<file path="src/rtl/reg_file_onehot.sv">
// reg_file_onehot: 32 x XLEN integer register file with a one-hot write select,
// two combinational read ports, x0 hardwired to zero, optional write-through
// bypass, and a sticky flag raised by a write request with a malformed select.
module reg_file_onehot #(
  parameter int unsigned XLEN   = 32,
  parameter bit          BYPASS = 1'b1
) (
  input  logic            clk,
  input  logic            rst_n,
  input  logic            wr_en,
  input  logic [31:0]     wr_sel,
  input  logic [XLEN-1:0] wr_data,
  input  logic [4:0]      rs1_addr,
  input  logic [4:0]      rs2_addr,
  output logic [XLEN-1:0] rs1_data,
  output logic [XLEN-1:0] rs2_data,
  output logic            sel_err
);

  // True when exactly one bit of the select is set.
  function automatic logic is_onehot(input logic [31:0] v);
    return (v != 32'd0) && ((v & (v - 32'd1)) == 32'd0);
  endfunction

  logic [XLEN-1:0] regs_q [0:31];
  logic [XLEN-1:0] regs_d [0:31];
  logic            sel_err_q;
  logic            sel_err_d;
  logic            sel_ok_s;
  logic            wr_legal_s;
  logic            fwd_ok_s;

  assign sel_ok_s   = is_onehot(wr_sel);
  // A legal write targets x1..x31 with a clean one-hot select.
  assign wr_legal_s = wr_en & sel_ok_s & ~wr_sel[0];
  // Nothing is forwarded while reset holds the file at zero.
  assign fwd_ok_s   = BYPASS & wr_legal_s & rst_n;

  // Next state: load the selected register on a legal write, latch select errors.
  always_comb begin
    for (int i = 0; i < 32; i++) begin
      regs_d[i] = regs_q[i];
    end
    if (wr_legal_s) begin
      for (int i = 1; i < 32; i++) begin
        if (wr_sel[i]) begin
          regs_d[i] = wr_data;
        end else begin
          regs_d[i] = regs_q[i];
        end
      end
    end else begin
      for (int i = 1; i < 32; i++) begin
        regs_d[i] = regs_q[i];
      end
    end
    regs_d[0] = '0;
    if (wr_en && !sel_ok_s) begin
      sel_err_d = 1'b1;
    end else begin
      sel_err_d = sel_err_q;
    end
  end

  // State registers with asynchronous clear.
  always_ff @(posedge clk or negedge rst_n) begin
    if (!rst_n) begin
      for (int i = 0; i < 32; i++) begin
        regs_q[i] <= '0;
      end
      sel_err_q <= 1'b0;
    end else begin
      for (int i = 0; i < 32; i++) begin
        regs_q[i] <= regs_d[i];
      end
      sel_err_q <= sel_err_d;
    end
  end

  // Read port 1: x0 is zero, otherwise forwarded write data or stored value.
  always_comb begin
    if (rs1_addr == 5'd0) begin
      rs1_data = '0;
    end else if (fwd_ok_s && wr_sel[rs1_addr]) begin
      rs1_data = wr_data;
    end else begin
      rs1_data = regs_q[rs1_addr];
    end
  end

  // Read port 2: same selection as port 1.
  always_comb begin
    if (rs2_addr == 5'd0) begin
      rs2_data = '0;
    end else if (fwd_ok_s && wr_sel[rs2_addr]) begin
      rs2_data = wr_data;
    end else begin
      rs2_data = regs_q[rs2_addr];
    end
  end

  assign sel_err = sel_err_q;

endmodule

</file>
<file path="config.mk">
export PLATFORM = sky130hd
export DESIGN_NAME = reg_file_onehot
export DESIGN_NICKNAME = d
export VERILOG_FILES = /design/src/rtl/reg_file_onehot.sv
export SDC_FILE = /design/constraint.sdc
export NUM_CORES = 2
export LEC_CHECK = 0
export CAP_MARGIN = 40
export CELL_PAD_IN_SITES_DETAIL_PLACEMENT = 1
export CELL_PAD_IN_SITES_GLOBAL_PLACEMENT = 1
export CORE_MARGIN = 3
export CORE_UTILIZATION = 45
export CTS_BUF_LIST = sky130_fd_sc_hd__clkbuf_16
export DETAILED_ROUTE_END_ITERATION = 16
export GPL_TIMING_DRIVEN = 0
export PLACE_DENSITY_LB_ADDON = 0.1
export SLEW_MARGIN = 30
export SYNTH_ARGS = -nofsm -noshare
export SYNTH_HDL_FRONTEND = slang
export SYNTH_SLANG_ARGS = --single-unit
</file>
<file path="constraint.sdc">
create_clock -name clk -period 5 [get_ports clk]
set_input_delay 0.75 -clock clk [delete_from_list [all_inputs] [get_ports clk]]
set_output_delay 0.75 -clock clk [all_outputs]
set_load 0.01 [all_outputs]
</file>
== Yosys cells after proc, flatten, opt, wreduce, memory -nomap -nowiden ==
Cells that the tools add are included.
Storage, ports and cells
  bits in registers: 993
  input bits: 77
  output and inout bits: 65
  logic and storage cells: 98
Cells by class
  $add $sub $neg: 1
  order comparisons: 4
  muxes and demuxes: 14
  bitwise gates (word level): 7
  reduce and logical (&&, ||, !) cells: 40
Operators by type and width (number)
  binary-select mux 32 bit (select 5 bit): 2
  two-way mux 32 bit: 8
  AND reduction 2 bit: 31
  bitwise AND 32 bit: 1
  zero test 32 bit: 1
  nonzero test 32 bit: 1
  subtractor 32 x 1 -> 32 bit, second input constant: 1
  greater-or-equal comparator 6 bit, second input constant: 2
  < comparator 5 x 6 -> 1 bit, second input constant: 2
  NOT 5 -> 6 bit: 2
  binary-select mux 1 bit (select 5 bit): 2
  zero test 5 bit: 2
  logical AND 1 bit: 4
  bitwise AND 1 bit: 3
  two-way mux 1 bit: 2
  zero test 1 bit: 1
  NOT 1 bit: 1

== Depth between registers and ports, before layout ==
  word-level depth: 10
  gate-level depth with buffers: 11

== Worst setup path after synthesis ==
No wires, ideal clock.
  path kind: input-to-output
  from: input rs1_addr[0]
  to: output rs1_data[15]
  arrival time: 3.682 ns
  data required time: 4.250 ns
  setup slack: 0.568 ns
  stages: 8
  cell sequence: clkbuf_1 > clkbuf_1 > clkbuf_1 > buf_1 > mux4_2 > mux4_2 > mux2_2 > mux2_1
On the way
  longest elaborated chain between the ends: 6
  elaborated cells between the ends (all ways): 10
  those cells by class: mux: 7; bitwise: 1; reduce/logical: 2
Ends and longest elaborated chain
  start, declared: RTL line 13  | input logic [4:0] rs1_addr,
  NOT 5 -> 6 bit (implied by the code): RTL line 87  | rs1_data = regs_q[rs1_addr];
  binary-select mux 32 bit (select 5 bit): RTL line 87
  two-way mux 32 bit (implied by the code) (2 in a row): RTL line 87
  two-way mux 32 bit: RTL line 84  | end else if (fwd_ok_s && wr_sel[rs1_addr]) begin
  two-way mux 32 bit *: RTL line 82  | if (rs1_addr == 5'd0) begin
  end, declared: RTL line 15  | output logic [XLEN-1:0] rs1_data,
Mark *: on every way between the ends. The rest lies on a longest branch, timed or not. The select of a mux whose other input is x is not followed.

== Worst setup path after layout ==
  from: input wr_sel[19]
  to: output rs1_data[22]
On the way
  longest elaborated chain between the ends: 10
  elaborated cells between the ends (all ways): 13
  those cells by class: add/sub: 1; mux: 4; bitwise: 4; reduce/logical: 4
Ends and longest elaborated chain
  start, declared: RTL line 11  | input logic [31:0] wr_sel,
  subtractor 32 x 1 -> 32 bit: RTL line 22  | return (v != 32'd0) && ((v & (v - 32'd1)) == 32'd0);
  bitwise AND 32 bit: RTL line 22
  zero test 32 bit: RTL line 22
  logical AND 1 bit: RTL line 22
  bitwise AND 1 bit (2 in a row): RTL line 35  | assign wr_legal_s = wr_en & sel_ok_s & ~wr_sel[0];
  bitwise AND 1 bit: RTL line 37  | assign fwd_ok_s = BYPASS & wr_legal_s & rst_n;
  logical AND 1 bit *: RTL line 84
  two-way mux 32 bit *: RTL line 84
  two-way mux 32 bit *: RTL line 82
Marks and branches as above.

==> results.md <==
- Status: finished with violations
- Failing checks: setup timing
- 1st-pass router iterations: 5
- Drt drc: 0
- Via density: 6.68
- Area of the multi-input gates: 28600 sq um
- Avg Cell Area, Syn: 16.3 sq um
- Routed wire length: 204000 um
- Yosys warning count: 0
- Fin cells: 5391
- Leak Pwr: 30.1 nW
- First-pass GRT wire length: 293000 um
- Max Cap Viol: 0
- Ys async rst share: 100%
- Syn Std Cell Area: 54900 sq um
- Final setup TNS: -162 ps
- Fin crit period: 5030 ps
- Width of the die: 355 um
- Max H-tree Level: 3
- Layout area overhead: 15.3%
- Crit-path slowest cell: clkdlybuf4s50_1
- Simple-gate portion of the synthesized area: 1.67%
- Mapped Nets: 3451
- CTS Buffer Depth: 3
- Worst r2r src: regs_q[221]$_DFFE_PN0P_
- Worst Tran Pin Value: 911 ps
- Crit Path Max Fanout: 10
- Final worst slack: -31.6 ps
- Synth top cells by count: dfrtp_1 (993), mux2_1 (860), mux4_2 (585)
- Num CTS Buffers: 114
- Slowest stage delay, CP: 500 ps
- Clk network pwr share: 47.1%
- Count leader, synth: dfrtp_1
- Total track usage: 32.5%
- Multiplexer area fraction after synthesis: 48.5%
- WP buf/inv: 4
- Share of layout cells above drive strength 1: 37.5%
- Setup Viol. Count Final: 11
- Placed cells: 5156
- CTS Root Cell: clkbuf_16
- Fin nets: 3760
- Switching share of power: 25.4%
- Starting Density: 45.5%
- Largest net degree at the start of global routing: 131
- Register area share after synthesis: 45.2%
- Data required time of the critical path: 4250 ps
- PwrDens: 280 nW/um^2
- Fin. max-slew vios: 0
- Crit-path most repeated cell: buf_12
- Fillers: 11100
- Path category of the worst min-delay check: input port to asynchronous set/reset pin
- Via count: 36000
- Crit start category: input port
- FMAX: 199 MHz
- Post-Synthesis Cells: 3374
- Largest area contributor in the netlist: dfrtp_1
- Fin. Hold Viols: 0
- DR WL/cell: 37.9 um
- Final RePlAce weighted congestion: 0.898
- Design Area, Final: 63300 sq um
- Post-Synth XOR/XNOR Area: 0%
- Row cnt: 127
- Dpl hpwl: 147000 um
- CP arrival: 4280 ps
- Area after DPL: 59000 sq um
- Register Area: 24800 sq um
- Switching power: 4.51 mW
- Vias in the first global route: 39300
- CTS Sinks: 993
- Main combinational cell family by area after synthesis: multiplexers
- GRT Residual Overflow: 0
- Worst Setup Path Type: input port to primary output
- Internal power: 13.2 mW
- Clock Latency Late Sink: 710 ps
- Routed Antenna Nets: 0
- Top cells by area, synth: dfrtp_1 (45%), mux4_2 (24%), mux2_1 (18%)
- Die area: 126000 sq um
- Main flop type after synthesis: dfrtp_1
- CTS tree: done
- Antenna violations before repair: 14
- Reg2Reg Capture Point: regs_q[221]$_DFFE_PN0P_
- Post-synthesis compound-gate area fraction: 1.62%
- Top-Level Pins: 142
- Die Height: 355 um
- Yosys cell types: 51
- R2R depth: 1
- Max_slew headroom: 39.3%
- Post-synth EDFFs: 0
- Port Buf Inserts: 128
- Sequential power share: 45.4%
- Clk_skew: 0 ps
- Core ar.: 121000 sq um
- Final period util: 101%
- DRT iter0 DRCs: 3536
- Critical path capture point type: primary output
- FF-to-FF setup slack: 4140 ps
- Combinational fraction of design power: 7.5%
- FF+latch count, synth: 993
- Place WS: -1480 ps
- Cells along the critical path: dlygate4sd2_1, mux2i_1, and3_1, a2111oi_0, a41oi_1, o21ai_0, and4_4, buf_12, buf_12, mux2_2, clkdlybuf4s50_1
- Final core occ: 52.5%
- Adder-cell share of the synthesized area: 0%
- Clock slew at reported path FFs: 60 ps
- Maximum resistive drop on vdd: 0.256 mV
- Synth top area share: 45.2%
- Critical path's top delay family: buffers and inverters
-- layout make-up --
type | instances | area share, %
buffer | 379 | 3.25
inverter | 2 | 0.0119
clock inverter | 90 | 1.13
antenna | 5 | 0.0198
tap | 1612 | 3.19
clock buffer | 117 | 4.62
sequential | 993 | 39.2
timing repair buffer | 194 | 3.43
multi-input combinational | 1999 | 45.1
-- cells by family (layout without fill, tap and decap cells) --
family	count (synthesis)	after routing
and+or+nand+nor	106	106
AOI/OAI and AO/OA	109	109
DFF	993	993
buffers and inverters	382	782
other	0	5
muxes	1784	1784
-- power groups by stage --
stage                     combinational, mW  sequential [mW]  clock (mW)
final                                  1.33             8.04        8.35
after global routing                   1.41             8.04        8.82
after CTS                              1.33             8.04        8.46
after detailed placement               1.30             8.19           0
after global placement                 1.19             8.22           0
after floorplan                       0.564             8.19           0
-- how the worst max path moves through the flow --
| stage | endpoint | depth (start not counted) | slack (ps) | startpoint |
|---|---|---|---|---|
| 6_report | rs1_data[22] | 11 | -30 | wr_sel[19] |
| 5_1_grt | rs1_data[22] | 11 | -30 | wr_sel[19] |
| 4_1_cts | rs1_data[15] | 11 | 0.02 | wr_sel[4] |
| 3_5_place_dp | rs1_data[17] | 11 | -1480 | wr_sel[9] |
| 3_3_place_gp | regs_q[151]$_DFFE_PN0P_ | 1 | -39930 | rst_n |
| 2_1_floorplan | rs1_data[15] | 8 | 570 | rs1_addr[0] |
-- metal layers --
layer	GRT usage, %	share of wire (%)	vias to the layer above	wire length (um)
met2	51.7	47	1588	96500
li1	-	-	13900	-
met5	0	0.0064	-	13
met1	42.7	40	20100	81600
met4	12.3	4.2	2	8520
met3	9.03	8.6	386	17600
-- flip-flops by register name, indices dropped and copies added, names as in the netlist --
signal,cells
regs_q,992
sel_err,1
-- through the flow --
step	total power [mW]	hold slack [ps]
after floorplan	8.75	454
after global placement	9.42	467
after detailed placement	9.49	484
after CTS	17.8	60.4
after global routing	18.3	72.1
final	17.7	18.9
-- placed cells by master (no fill, tap or decap), types with 13 or more instances in the layout --
cell type        count
clkinv_1            36
mux4_2             585
nand4_1             14
dfrtp_1            993
mux2i_1             13
buf_6               19
buf_16              13
clkbuf_4            27
a22o_1              65
clkbuf_2            55
buf_2              112
nor2_1              18
mux2_2             326
clkdlybuf4s50_1    100
clkbuf_1           137
clkbuf_16          119
mux2_1             860
inv_1               20
clkinv_2            18
buf_4               59
nand4_4             18
-- repair_timing --
| item | 4_1_cts | 5_1_grt |
|---|---|---|
| hold endpoints to repair | 55 | 0 |
| hold buffers | 2 | 0 |
| resized for setup | 161 | 48 |
| buffers inserted | 13 | 6 |
| setup endpoints to repair | 64 | 64 |
| pin swaps | 8 | 13 |
| gates cloned | 0 | 1 |
Note: power is estimated with default switching activity, not from simulation.
